[src/rtl/vga_timing_pkg.sv]
// Purpose : shared constants and helpers for the VGA raster timing generator.
// Latency : n/a (package only).
// Backpressure: n/a.
//
// Contents: default 640x480@60 raster geometry, the coordinate width and the
// line/frame total helpers used by the counter and top level.
package vga_timing_pkg;

  // Coordinate width; both totals must fit in this many bits (<= 4096).
  localparam int unsigned COORD_W = 12;

  // 640x480 @ 60 Hz, 800 x 525 total.
  localparam int unsigned DEF_HSIZE = 640;
  localparam int unsigned DEF_HFP   = 16;
  localparam int unsigned DEF_HSW   = 96;
  localparam int unsigned DEF_HBP   = 48;
  localparam int unsigned DEF_VSIZE = 480;
  localparam int unsigned DEF_VFP   = 10;
  localparam int unsigned DEF_VSW   = 2;
  localparam int unsigned DEF_VBP   = 33;

  function automatic int unsigned htotal(input int unsigned size, input int unsigned fp,
                                         input int unsigned sw, input int unsigned bp);
    return size + fp + sw + bp;
  endfunction

  function automatic int unsigned vtotal(input int unsigned size, input int unsigned fp,
                                         input int unsigned sw, input int unsigned bp);
    return size + fp + sw + bp;
  endfunction

endpackage

[src/rtl/vga_axis_counter.sv]
// Purpose : one raster dimension -- wrapping counter plus active/sync decode.
// Latency : count is registered; active/sync_n/wrap are combinational from it.
// Backpressure: none; en_i low holds the count.
//
// Ports: clk_i/rst_i (sync, active-high), en_i advance enable,
//        count_o current position, active_o inside visible area,
//        sync_n_o active-low sync, wrap_o count is at its last value.
module vga_axis_counter
  import vga_timing_pkg::*;
#(
  parameter int unsigned SIZE = DEF_HSIZE,
  parameter int unsigned FP   = DEF_HFP,
  parameter int unsigned SW   = DEF_HSW,
  parameter int unsigned BP   = DEF_HBP
) (
  input  logic               clk_i,
  input  logic               rst_i,
  input  logic               en_i,
  output logic [COORD_W-1:0] count_o,
  output logic               active_o,
  output logic               sync_n_o,
  output logic               wrap_o
);

  localparam int unsigned TOTAL = htotal(SIZE, FP, SW, BP);
  // One extra bit so a boundary equal to 4096 still compares correctly.
  localparam int unsigned XW = COORD_W + 1;
  localparam logic [XW-1:0] LAST     = XW'(TOTAL - 1);
  localparam logic [XW-1:0] ACT_END  = XW'(SIZE);
  localparam logic [XW-1:0] SYNC_BEG = XW'(SIZE + FP);
  localparam logic [XW-1:0] SYNC_END = XW'(SIZE + FP + SW);

  logic [COORD_W-1:0] count_q, count_d;
  logic [XW-1:0]      count_x;

  assign count_x  = {1'b0, count_q};
  assign wrap_o   = (count_x == LAST);
  assign active_o = (count_x < ACT_END);
  assign sync_n_o = !((count_x >= SYNC_BEG) && (count_x < SYNC_END));
  assign count_o  = count_q;

  always_comb begin
    count_d = count_q;
    if (en_i) begin
      count_d = wrap_o ? '0 : count_q + COORD_W'(1);
    end
  end

  always_ff @(posedge clk_i) begin
    if (rst_i) begin
      count_q <= '0;
    end else begin
      count_q <= count_d;
    end
  end

endmodule

[src/rtl/vga_timing_gen.sv]
// Purpose : VGA raster timing generator (syncs, DE, coordinates, strobes).
// Latency : 1 clock from internal counter value to every output; no comb in->out path.
// Backpressure: none; CE low freezes counters and all outputs (strobes stretch).
//
// Ports: CLK pixel clock, RESET sync active-high (beats CE), CE clock enable,
//        Hsync/Vsync active-low syncs, DE active area, hpos/vpos coordinates of
//        the pixel the other outputs describe, line_start/frame_start strobes.
module vga_timing_gen
  import vga_timing_pkg::*;
#(
  parameter int unsigned HSIZE = DEF_HSIZE,
  parameter int unsigned HFP   = DEF_HFP,
  parameter int unsigned HSW   = DEF_HSW,
  parameter int unsigned HBP   = DEF_HBP,
  parameter int unsigned VSIZE = DEF_VSIZE,
  parameter int unsigned VFP   = DEF_VFP,
  parameter int unsigned VSW   = DEF_VSW,
  parameter int unsigned VBP   = DEF_VBP
) (
  input  logic               CLK,
  input  logic               RESET,
  input  logic               CE,
  output logic               Hsync,
  output logic               Vsync,
  output logic               DE,
  output logic [COORD_W-1:0] hpos,
  output logic [COORD_W-1:0] vpos,
  output logic               line_start,
  output logic               frame_start
);

  logic [COORD_W-1:0] h_cnt, v_cnt;
  logic               h_act, h_sync_n, h_wrap;
  logic               v_act, v_sync_n, v_wrap;
  logic               v_en;

  // Vertical advances only on the clock where the line wraps.
  assign v_en = CE && h_wrap;

  vga_axis_counter #(.SIZE(HSIZE), .FP(HFP), .SW(HSW), .BP(HBP)) u_h (
    .clk_i   (CLK),
    .rst_i   (RESET),
    .en_i    (CE),
    .count_o (h_cnt),
    .active_o(h_act),
    .sync_n_o(h_sync_n),
    .wrap_o  (h_wrap)
  );

  vga_axis_counter #(.SIZE(VSIZE), .FP(VFP), .SW(VSW), .BP(VBP)) u_v (
    .clk_i   (CLK),
    .rst_i   (RESET),
    .en_i    (v_en),
    .count_o (v_cnt),
    .active_o(v_act),
    .sync_n_o(v_sync_n),
    .wrap_o  (v_wrap)
  );

  logic               hsync_q, vsync_q, de_q, ls_q, fs_q;
  logic               hsync_d, vsync_d, de_d, ls_d, fs_d;
  logic [COORD_W-1:0] hpos_q, vpos_q;

  always_comb begin
    hsync_d = h_sync_n;
    vsync_d = v_sync_n;
    de_d    = h_act && v_act;
    ls_d    = (h_cnt == '0);
    fs_d    = (h_cnt == '0) && (v_cnt == '0);
  end

  // Output stage registers the decode of the pre-edge counter value, so the
  // coordinates and every sync/strobe describe the same pixel.
  always_ff @(posedge CLK) begin
    if (RESET) begin
      hsync_q <= 1'b1;
      vsync_q <= 1'b1;
      de_q    <= 1'b0;
      hpos_q  <= '0;
      vpos_q  <= '0;
      ls_q    <= 1'b0;
      fs_q    <= 1'b0;
    end else if (CE) begin
      hsync_q <= hsync_d;
      vsync_q <= vsync_d;
      de_q    <= de_d;
      hpos_q  <= h_cnt;
      vpos_q  <= v_cnt;
      ls_q    <= ls_d;
      fs_q    <= fs_d;
    end
  end

  assign Hsync       = hsync_q;
  assign Vsync       = vsync_q;
  assign DE          = de_q;
  assign hpos        = hpos_q;
  assign vpos        = vpos_q;
  assign line_start  = ls_q;
  assign frame_start = fs_q;

  // Last pixel of the frame: both counters must land on zero together.
  a_frame_wrap: assert property (@(posedge CLK) disable iff (RESET)
    (CE && h_wrap && v_wrap) |=> (h_cnt == '0 && v_cnt == '0));

endmodule
[config.mk]
export PLATFORM = sky130hd
export DESIGN_NAME = vga_timing_gen
export DESIGN_NICKNAME = d
export VERILOG_FILES = /design/src/rtl/vga_timing_pkg.sv /design/src/rtl/vga_axis_counter.sv /design/src/rtl/vga_timing_gen.sv
export SDC_FILE = /design/constraint.sdc
export NUM_CORES = 1
export LEC_CHECK = 0
export CORE_ASPECT_RATIO = 1.5
export CORE_MARGIN = 3
export CORE_UTILIZATION = 49
export CTS_CLUSTER_DIAMETER = 50
export DETAILED_ROUTE_END_ITERATION = 10
export PLACE_DENSITY = 0.75
export SYNTH_ARGS = -nofsm -noshare
export SYNTH_HDL_FRONTEND = slang
export SYNTH_SLANG_ARGS = --single-unit
[constraint.sdc]
create_clock -name CLK -period 1.79 [get_ports CLK]
set_clock_uncertainty 0.15 [all_clocks]
set_input_delay 0.4475 -clock CLK [delete_from_list [all_inputs] [get_ports CLK]]
set_output_delay 0.4475 -clock CLK [all_outputs]
set_load 0.1 [all_outputs]
After elaboration in Yosys (flattened, before gate mapping)
Index checks and enable logic that the tools add are counted.

storage, ports and cells
  output and inout bits = 29
  bits in registers = 53

cells by class
  muxes and demuxes = 2
  $lt $le $gt $ge = 6
  add/sub/neg operators = 2
  reduce and logical (&&, ||, !) cells = 9
  equality and inequality tests = 2

operator list
  kind                   count
  $add 12x1->12 const B  2
  $eq 12x10->1 const B   2
  $logic_not 12->1       2
  $lt 12x10->1 const B   2
  $lt 12x9->1 const B    2
  $mux 12                2
  $ge 12x10->1 const B   1
  $ge 12x9->1 const B    1
  $logic_and 1x1->1      5
  $logic_not 1->1        2

Longest topological paths before layout
Gate-level depths: netlist of the first run.

  word-level depth = 3
  gate-level depth with buffers = 7
  mapped depth without buffers = 6

Cells and area by module
A second synthesis of the first run with hierarchy kept.

unflattened totals
  cell total of the unflattened synthesis = 241
  area, all modules = 2413.6 um^2

by module, submodules not included
  module                   area each (um^2)  cells an instance  instances
  vga_timing_gen           1114.8            106                1
  vga_axis_counter at u_h  660.6             70                 1
  vga_axis_counter at u_v  638.1             65                 1

Least setup slack after synthesis of the first run
OpenSTA, ideal clock, no wires.

  path type = register to register
  start point = register u_v.count_q[0], in the netlist u_v.count_o[0]
  end point = register u_v.count_q[11], in the netlist u_v.count_o[11]
  slack = -0.010 ns
  stages on the path, launching flop included = 8
  library setup time = 0.096 ns
  period minus slack after synthesis = 1.800 ns
  data arrival time = 1.554 ns
  cells stage by stage = dfxtp_1 -> inv_1 -> ha_1 -> nor4b_2 -> a41oi_4 -> nand2b_4 -> buf_6 -> o41ai_2

on the way
  longest elaborated chain between the ends = 2
  elaborated cells between the ends (all ways) = 3

RTL lines
  item                                                  line                                            RTL
  from (decl)                                           vga_axis_counter.sv:33                          logic [COORD_W-1:0] count_q, count_d;
  from (signal assigned)                                vga_axis_counter.sv:53                          count_q <= count_d;
  $add 12x1->12 / $eq 12x10->1 (equally long branches)  vga_axis_counter.sv:45, vga_axis_counter.sv:37
  $mux 12 *                                             vga_axis_counter.sv:45                          count_d = wrap_o ? '0 : count_q + COORD_W'(1);

Every way passes the cells marked *; elsewhere a longest branch is shown, timed or not.
A chain may end at the register's enable or synchronous reset.

Final worst setup path of the first run
  start point = register u_v.count_q[1], in the netlist u_v.count_o[1]
  end point = register u_v.count_q[5], in the netlist u_v.count_o[5]

The elaborated chain is that of the path after synthesis.

==> results of run 1 <==
per-stage QoR:
step | hold WS, ps | std cells | utilization | setup TNS [ps]
2_1_floorplan | 336.2 | 266 | - | 0
3_3_place_gp | 352.0 | 376 | 0.6792 | -1365
3_5_place_dp | 347.0 | 376 | 0.6792 | -2045
4_1_cts | 373.3 | 386 | 0.7037 | -69.85
5_1_grt | 400.9 | 387 | 0.7228 | -42.10
6_report | 370.3 | 387 | 0.7228 | 0
critical path: stages (launching register included):
cell and delay (ps):
dfxtp_2 340, inv_2 70, ha_4 130, nor4b_4 170
buf_4 170, a41oi_4 160, buf_6 200, a211oi_2 180
a21oi_1 60
placed cells by master, fill, tap and decap left out, types with 2 or more instances in the layout:
cell type / instances
and3_1: 3
ha_1: 2
nand4_1: 7
nand3_1: 10
a22oi_2: 5
and4_1: 2
nor3_1: 4
clkbuf_8: 7
nand2b_1: 4
nor2_1: 40
and2_1: 4
o211ai_1: 3
o21ai_0: 2
dfxtp_2: 3
dfxtp_1: 50
buf_6: 2
buf_4: 35
nor4_1: 4
xnor2_1: 8
inv_1: 10
nor4b_2: 2
a41oi_1: 2
xor2_1: 2
buf_12: 29
nor2b_1: 2
nand2_1: 13
a21oi_1: 6
o31ai_2: 2
mux2i_1: 24
o31ai_1: 6
routing by layer:
layer / track usage / share of wire / vias to the layer above
li1: - / - / 1040
met1: 0.2494 / 0.39 / 1026
met2: 0.3969 / 0.55 / 65
met3: 0.04248 / 0.039 / 14
met4: 0.1189 / 0.028 / 0
met5: 0 / 0 / -
registers in the layout, indices dropped and copies added (netlist names):
name / flops
Hsync: 1
line_start: 1
DE: 1
u_h.count_o: 12
u_v.count_o: 12
Vsync: 1
vpos: 12
frame_start: 1
hpos: 12
kinds of logic after synthesis:
kind of cell    after synthesis
compound gates               36
fa+ha+maj                     4
simple gates                106
xor+xnor                     10
flops                        53
mux                          24
buf+inv                      33
path summary, 6_finish.rpt:
check	slack, ps	end	startpoint	depth (start not counted)
setup reg to reg	50	u_v.count_o[5]	u_v.count_o[1]	8
hold reg to reg	370	DE	DE	2
setup / recovery	50	u_v.count_o[5]	u_v.count_o[1]	8
hold / removal	370	DE	DE	2
cell type report:
cell class                      count  area (um2)
Inverter                           11       41.29
Clock buffer                        7       96.34
Clock inverter                      1       5.005
Multi-Input combinational cell    181        1334
Fill cell                         330        1344
Sequential cell                    53        1065
Tap cell                           66       82.58
Timing Repair Buffer               68       880.8
report_power, final:
group	switching, mW	internal [mW]	total (mW)	leakage [nW]
registers	0.0176	1.19	1.21	0.430
logic	0.148	0.0989	0.247	0.898
clock network	0.377	0.350	0.727	0.0542
total	0.543	1.64	2.19	1.38
what timing repair did:
action	in CTS	in global routing
endpoints found under the setup margin	1	15
cloned	1	0
buffers inserted	1	1
pin swaps	2	4
gates resized for setup	1	22
==> flow_metrics.tcl, run 1 <==
set metrics [dict create \
    outcome "finished, final reports clean" \
    die_w_um 63.87 \
    crit_required_ps 1830 \
    ys_ff_latch 53 \
    ctsHoldBuffers 0 \
    num-nets-final 327 \
    grt_max_degree 22 \
    rows 31 \
    hold_path_class "reg2reg" \
    wl_um 6102 \
    fin_crit_ps 1736 \
    cts.reportedPaths.clkPinSlew_ps 90 \
    ant_nets 0 \
    die_h_um 92.80 \
    worst_slack_ps 54.14 \
    setup_violations 0 \
    io_buffer_count 31 \
    power_density_nw_per_um2 623.5 \
    synth-xor-area-share 0.03559 \
    grt_pass1_wl_um 10570 \
    crit_type "reg2reg" \
    core_um2 4848 \
    synthTopCellsByCount "dfxtp_1, nor2_1, mux2i_1" \
    clk_path_buf_depth 2 \
    grt_pass1_vias 2231 \
    cts.htree.levels 2 \
    synthesis.instances 266 \
    yosys.area_share.simple 0.2379 \
    synth.area.top_cells "dfxtp_1, mux2i_1, nor2_1, xnor2_1, o31ai_1" \
    ios 32 \
    drive_gt1_frac 0.3209 \
    clkSinkCount 53 \
    synth_warnings 0 \
    seq_area_frac_synth 0.4311 \
    pre_cts_ws_ps -206.7 \
    min_period_over_period 0.9698 \
    hold_viol_final 0 \
    firstDrtPassIters 4 \
    post_drt_via_cell_ratio 5.543 \
    placed_area_um2 3293 \
    synth_mux_area_frac 0.09761 \
    p_leak_nw 1.383 \
    worstPathArrival_ps 1780 \
    cts_buffers 5 \
    drv_cap 0 \
    peakVddDrop_mv 0.5855 \
    die-area_um2 5927 \
    tightest_slew_ps 391.1 \
    grt-ovfl-total 0 \
    cts_tree "done" \
    vias 2145 \
    synth-compound-area-share 0.1164 \
    root_buffer "clkbuf_8" \
    final_area_um2 3505 \
    synth.distinct_cells 45 \
    synth_top_family_by_area "simple AND/OR/NAND/NOR gates" \
    syn_area_per_cell_um2 9.252 \
    synth_adder_area_share 0.02034 \
    gp_congestion 0.8859 \
    slew_violations 0 \
    synthArstFlopShare 0 \
    power_mw 2.185 \
    crit_path_end_kind "flip-flop" \
    synth_ff_type "dfxtp_1" \
    synth_most_common_cell "dfxtp_1" \
    grt.total_usage 0.2247 \
    synth_edf_count 0 \
    synth_top_area_frac 0.4311 \
    wl_per_cell_um 15.77 \
    drc_errors 0 \
    antenna_cells 0 \
    hpwl_um 4364 \
    initialDrtViolationCount 133 \
    start_util 0.5076 \
    antenna_found_initial 0 \
    syn_nets 273 \
    maxSlewHeadroom 0.7372 \
    critPathMaxFanout 6 \
    max_freq_mhz 576.1 \
    yosysTopAreaCell "dfxtp_1" \
    clock_latency_ps 310 \
    area_growth_syn_to_layout_pct 42.40 \
    synth_area_um2 2461 \
    worstSetupStartpointType "flip-flop" \
]
Power figures use the tool's default switching activity.
==> run 2: changes to the inputs <==
--- a/config.mk
+++ b/config.mk
@@ -5,12 +5,12 @@
 export SDC_FILE = /design/constraint.sdc
 export NUM_CORES = 1
 export LEC_CHECK = 0
+export ABC_AREA = 1
 export CORE_ASPECT_RATIO = 1.5
-export CORE_MARGIN = 3
-export CORE_UTILIZATION = 49
+export CORE_UTILIZATION = 50
 export CTS_CLUSTER_DIAMETER = 50
 export DETAILED_ROUTE_END_ITERATION = 10
-export PLACE_DENSITY = 0.75
+export PLACE_DENSITY = 0.76
 export SYNTH_ARGS = -nofsm -noshare
 export SYNTH_HDL_FRONTEND = slang
 export SYNTH_SLANG_ARGS = --single-unit
==> run 2 against run 1 <==
Combinational power is 94% higher. Die area is 8.2% lower. Synthesized cell count is 36% higher. Critical path type unchanged. Hold slack worse by 18 ps. Power is 17% higher. Synthesized area is 4.5% higher.
==> flow_metrics.tcl, run 2 <==
set metrics [dict create \
    outcome "finished, final reports clean" \
    clkSinkCount 53 \
    firstDrtPassIters 4 \
    cpMostUsedCell "nand2_2" \
    hold_viol_final 0 \
    clk_path_buf_depth 2 \
    power_mw 2.553 \
    setup_violations 0 \
    initialDrtViolationCount 123 \
    slew_violations 0 \
    synth.distinct_cells 29 \
    highest_layer "met4" \
    hold_slack_ps 352.5 \
    die-area_um2 5439 \
    path_cells "ha_1 > inv_1 > nor2_8 > nand2_2 > nor2_4 > nand2_4 > nand2_8 > inv_2 > nand2_2 > nand2_1" \
    cts.reportedPaths.clkPinSlew_ps 100 \
    maxSlewHeadroom 0.7755 \
    p_leak_nw 1.418 \
    fin_crit_ps 1653 \
    ys_ff_latch 53 \
    cts.htree.levels 2 \
    cp-startpoint "u_h.count_o[0]" \
    slowest_stage "dfxtp_2" \
    synth_top_area_frac 0.4127 \
    yosysTopAreaCell "dfxtp_1" \
    fillers 426 \
    drv_cap 0 \
    antenna_found_initial 0 \
    vias 2409 \
    synthArstFlopShare 0 \
    mostFrequentLayoutCells "nand2_1, dfxtp_1, nor2_1" \
    core_um2 4887 \
    fin_util 0.6948 \
    root_buffer "clkbuf_8" \
    crit_required_ps 1860 \
    num-nets-final 405 \
    grt_pass1_wl_um 11340 \
    cts_buffers 5 \
    r2r_slack_ps 140 \
    routed-wl-met2_um 3857 \
    layout_commonest_cell "nand2_1" \
    worstSetupStartpointType "flip-flop" \
    met3RoutedLength_um 194 \
    wl_um 6831 \
    hpwl_um 5420 \
    ios 32 \
    grt_pass1_vias 2443 \
    critPathMaxFanout 7 \
    synth_edf_count 0 \
    slowest_delay_ps 370 \
    hold_path_class "reg2reg" \
    die_h_um 89.83 \
    start_util 0.5261 \
    grt-ovfl-total 0 \
    syn_area_per_cell_um2 7.103 \
    drc_errors 0 \
    met1_length_um 2454 \
    antenna_cells 0 \
    hp-start "u_h.count_o[1]" \
    peakVddDrop_mv 0.5812 \
    wl_per_cell_um 14.69 \
    grt.total_usage 0.2800 \
    r2r_start "u_h.count_o[0]" \
    worstPathArrival_ps 1720 \
    post_drt_via_cell_ratio 5.181 \
    synth_most_common_cell "nand2_1" \
    synthesis.instances 362 \
    synth_area_um2 2571 \
    synthTopCellsByCount "nand2_1, dfxtp_1, nor2_1" \
    tightest_slew_ps 333.3 \
    clock_latency_ps 310 \
    fin_setup_tns_ps 0 \
    power_density_nw_per_um2 751.8 \
    crit_path_end_kind "flip-flop" \
    syn_nets 369 \
    synth.area.top_cells "dfxtp_1, nand2_1, a21oi_1, nor2_1, inv_1" \
    drive_gt1_frac 0.1880 \
    seq_area_frac_synth 0.4127 \
    synth_warnings 0 \
    max_freq_mhz 605.0 \
    ant_nets 0 \
    min_period_over_period 0.9234 \
    gp_congestion 0.9277 \
    area_growth_syn_to_layout_pct 32.07 \
    synth_ff_type "dfxtp_1" \
    io_buffer_count 31 \
    grt_max_degree 36 \
    cts_tree "done" \
    post-cts-setup-buffers 0 \
    rows 31 \
    die_w_um 60.55 \
    crit_type "reg2reg" \
]
[run 2: cell count changes in the layout (fill, tap and decap cells not counted), sizes merged, moves of 8 or more]
cell / previous run / this run
a21oi: 6 / 38
buf: 67 / 44
inv: 11 / 37
mux2i: 24 / 0
nand2: 13 / 85
nor2: 40 / 55
nor3: 5 / 13
o21ai: 3 / 23
o31ai: 8 / 0
[run 2: layer usage]
metal / vias to the layer above / global-route usage
met1: 1101 / 0.2862
met2: 48 / 0.5183
met5: - / 0
met4: 0 / 0.1402
li1: 1240 / -
met3: 20 / 0.03885
[run 2: report_power, final]
group / switching (mW) / internal [mW]
sequential: 0.0373 / 1.21
combinational: 0.318 / 0.161
clock: 0.403 / 0.419
[run 2: area by class of cell]
cell class / instances / area (um2) / area share
Clock buffer: 5 / 68.82 / 0.02027
Inverter: 37 / 143.9 / 0.04237
Clock inverter: 3 / 43.79 / 0.01290
Sequential cell: 53 / 1064 / 0.3132
Multi-Input combinational cell: 256 / 1292 / 0.3806
Tap cell: 66 / 82.58 / 0.02432
Timing Repair Buffer: 45 / 700.7 / 0.2063
[run 2: through the flow]
step / worst slack (ps) / cells / area (um2)
floorplan: 267.4 / 362 / 2571
global placement: 112.7 / 457 / 3272
detailed placement: 81.74 / 457 / 3272
CTS: 101.7 / 465 / 3385
global route: -7.429 / 465 / 3396
finish: 137.1 / 465 / 3396
[run 2: logic make-up after synthesis]
| family | synth area share |
|---|---|
| compound gates | 0.1241 |
| xor+xnor | 0.02725 |
| fa+ha+maj | 0.01947 |
| buf+inv | 0.08808 |
| flops | 0.4127 |
| simple gates | 0.3285 |
[run 2: what timing repair did]
| action | in CTS | in global routing |
|---|---|---|
| resized for setup | 0 | 3 |
| hold buffers | 0 | 0 |
| setup endpoints to repair | 0 | 2 |
[run 2: worst max-delay path, delay by kind of cell, from the launching register on]
| kind | cells | cell delay (ps) |
|---|---|---|
| fa+ha+maj | 1 | 170 |
| buf+inv | 2 | 140 |
| flops | 1 | 370 |
| simple gates | 7 | 730 |
[run 2: final timing paths]
check	end	cells after the start
worst max-delay path	u_v.count_o[1]	10
worst min-delay path	u_h.count_o[1]	2
worst max register to register	u_v.count_o[1]	10
worst min register to register	u_h.count_o[1]	2
==> run 3: changes to the inputs <==
==> constraint.sdc (replaced) <==
create_clock -name CLK -period 1.79 [get_ports CLK]
set_clock_uncertainty 0.15 [all_clocks]
set_input_delay 0.358 -clock CLK [delete_from_list [all_inputs] [get_ports CLK]]
set_output_delay 0.358 -clock CLK [all_outputs]
set_load 0.1 [all_outputs]
==> run 3 against run 2 <==
Hold slack lost 99 ps. Routed wire length fell by 3.4%. Final cell count down 0.65%. Sequential power hardly changed. Fmax rose by 0.55%. Via count increased by 1.9%. Non-clock buffer count decreased by 2. Count of clock-buffer cells in the layout rose by 2. Worst setup slack gained 9.0 ps. Largest cell class unchanged. Global-route usage shrank 1.1 points.
==> flow_metrics.tcl, run 3 (synthesized netlist as in run 2, its figures left out) <==
set metrics [dict create \
    outcome "finished, final reports clean" \
    slew_violations 0 \
    ctsHoldBuffers 0 \
    grt_use_met1 0.2939 \
    grt_max_degree 26 \
    firstDrtPassIters 4 \
    comb_power_share 0.200 \
    die_w_um 60.55 \
    switching_share 0.3011 \
    ios 32 \
    grt_pass1_vias 2505 \
    grt.total_usage 0.2690 \
    crit_required_ps 1840 \
    wl_um 6596 \
    use_met2 0.4881 \
    grtUsageMet3 0.03165 \
    drv_cap 0 \
    pre_cts_ws_ps 101.9 \
    io_buffer_count 31 \
    rows 31 \
    grt-ovfl-total 0 \
    cts_tree "done" \
    hold_viol_final 0 \
    grt_pass1_wl_um 11300 \
    clkSinkCount 53 \
    cts_buffers 5 \
    maxSlewHeadroom 0.8061 \
    clk_path_buf_depth 2 \
    hold_path_class "in2reg" \
    seqPwrFrac 0.520 \
    setup_violations 0 \
    gp_congestion 0.8935 \
    initialDrtViolationCount 108 \
    p_sw_mw 0.7248 \
    die_h_um 89.83 \
    worstSetupStartpointType "flip-flop" \
    rsz0062_at_grt "no" \
    worstPathArrival_ps 1700 \
    peakVddDrop_mv 0.4571 \
    worst_slack_ps 146.1 \
    antenna_cells 0 \
    wl_per_cell_um 14.28 \
    tightest_slew_ps 290.5 \
    clock_latency_ps 300 \
    start_util 0.5261 \
    cts.htree.levels 2 \
    ant_nets 0 \
    grt_busiest_layer "met2" \
    internal_power_mw 1.682 \
    hold_slack_ps 253.6 \
    p_leak_nw 1.397 \
    drc_errors 0 \
    fin_setup_tns_ps 0 \
    crit_type "reg2reg" \
    mostFrequentLayoutCells "nand2_1, dfxtp_1, nor2_1" \
    cts.reportedPaths.clkPinSlew_ps 90 \
    max_freq_mhz 608.3 \
    power_mw 2.407 \
    fin_crit_ps 1644 \
    hpwl_um 5131 \
    die-area_um2 5439 \
    min_period_over_period 0.9184 \
    root_buffer "clkbuf_8" \
    core_um2 4887 \
    power_density_nw_per_um2 717.0 \
    vias 2454 \
    area_growth_syn_to_layout_pct 30.56 \
    clkPwrFrac 0.281 \
    critPathMaxFanout 7 \
    drive_gt1_frac 0.1768 \
    post_drt_via_cell_ratio 5.312 \
    num-nets-final 403 \
    antenna_found_initial 0 \
    layout_commonest_cell "nand2_1" \
    crit_path_end_kind "flip-flop" \
]
==> run 3: worst paths after layout <==
check / from / endpoint / slack (ps) / cells past startpoint
setup / recovery: u_h.count_o[1] / u_v.count_o[1] / 150 / 10
hold / removal: CE / vpos[10] / 250 / 2
setup reg to reg: u_h.count_o[1] / u_v.count_o[1] / 150 / 10
hold reg to reg: u_h.count_o[1] / u_h.count_o[1] / 340 / 2
==> run 3: stage by stage <==
stage / utilization / std cells / instance area (um2)
2_1_floorplan: - / 362 / 2571
3_3_place_gp: 0.6659 / 453 / 3254
3_5_place_dp: 0.6659 / 453 / 3254
4_1_cts: 0.6836 / 460 / 3341
5_1_grt: 0.6869 / 462 / 3357
6_report: 0.6869 / 462 / 3357
==> run 3: power groups by stage <==
stage / Clock, mW / Sequential [mW] / Combinational, mW
global route: 0.713 / 1.25 / 0.503
global placement: 0 / 1.28 / 0.475
detailed placement: 0 / 1.28 / 0.482
floorplan: 0 / 1.48 / 0.0915
finish: 0.676 / 1.25 / 0.480
CTS: 0.681 / 1.25 / 0.482
==> run 3: layout make-up <==
| class | count | area, um2 |
|---|---|---|
| inverter | 37 | 143.9 |
| fill | 418 | 1530 |
| sequential | 53 | 1062 |
| tap | 66 | 82.58 |
| clock buffer | 7 | 86.33 |
| multi-input combinational | 256 | 1284 |
| timing repair buffer | 43 | 698.2 |
==> run 3: metal layers <==
metal | vias to the layer above | share of wire
li1 | 1234 | -
met1 | 1135 | 0.39
met2 | 60 | 0.55
met3 | 25 | 0.031
met4 | 0 | 0.038
met5 | - | 0
==> run 3: critical path, stage by stage, from the launching register on <==
cell and delay [ps]:
dfxtp_2 360, ha_1 170, inv_1 100, nor2_8 160, nand2_2 80, nor2_4 180, nand2_4 80, nand2_4 120
inv_2 60, nand2_2 40, nand2_1 40
==> run 3: what timing repair did <==
item / in CTS / in global routing
hold endpoints to repair: 0 / 0
buffers inserted: 0 / 2
gates resized for setup: 0 / 1
endpoints found under the setup margin: 0 / 2
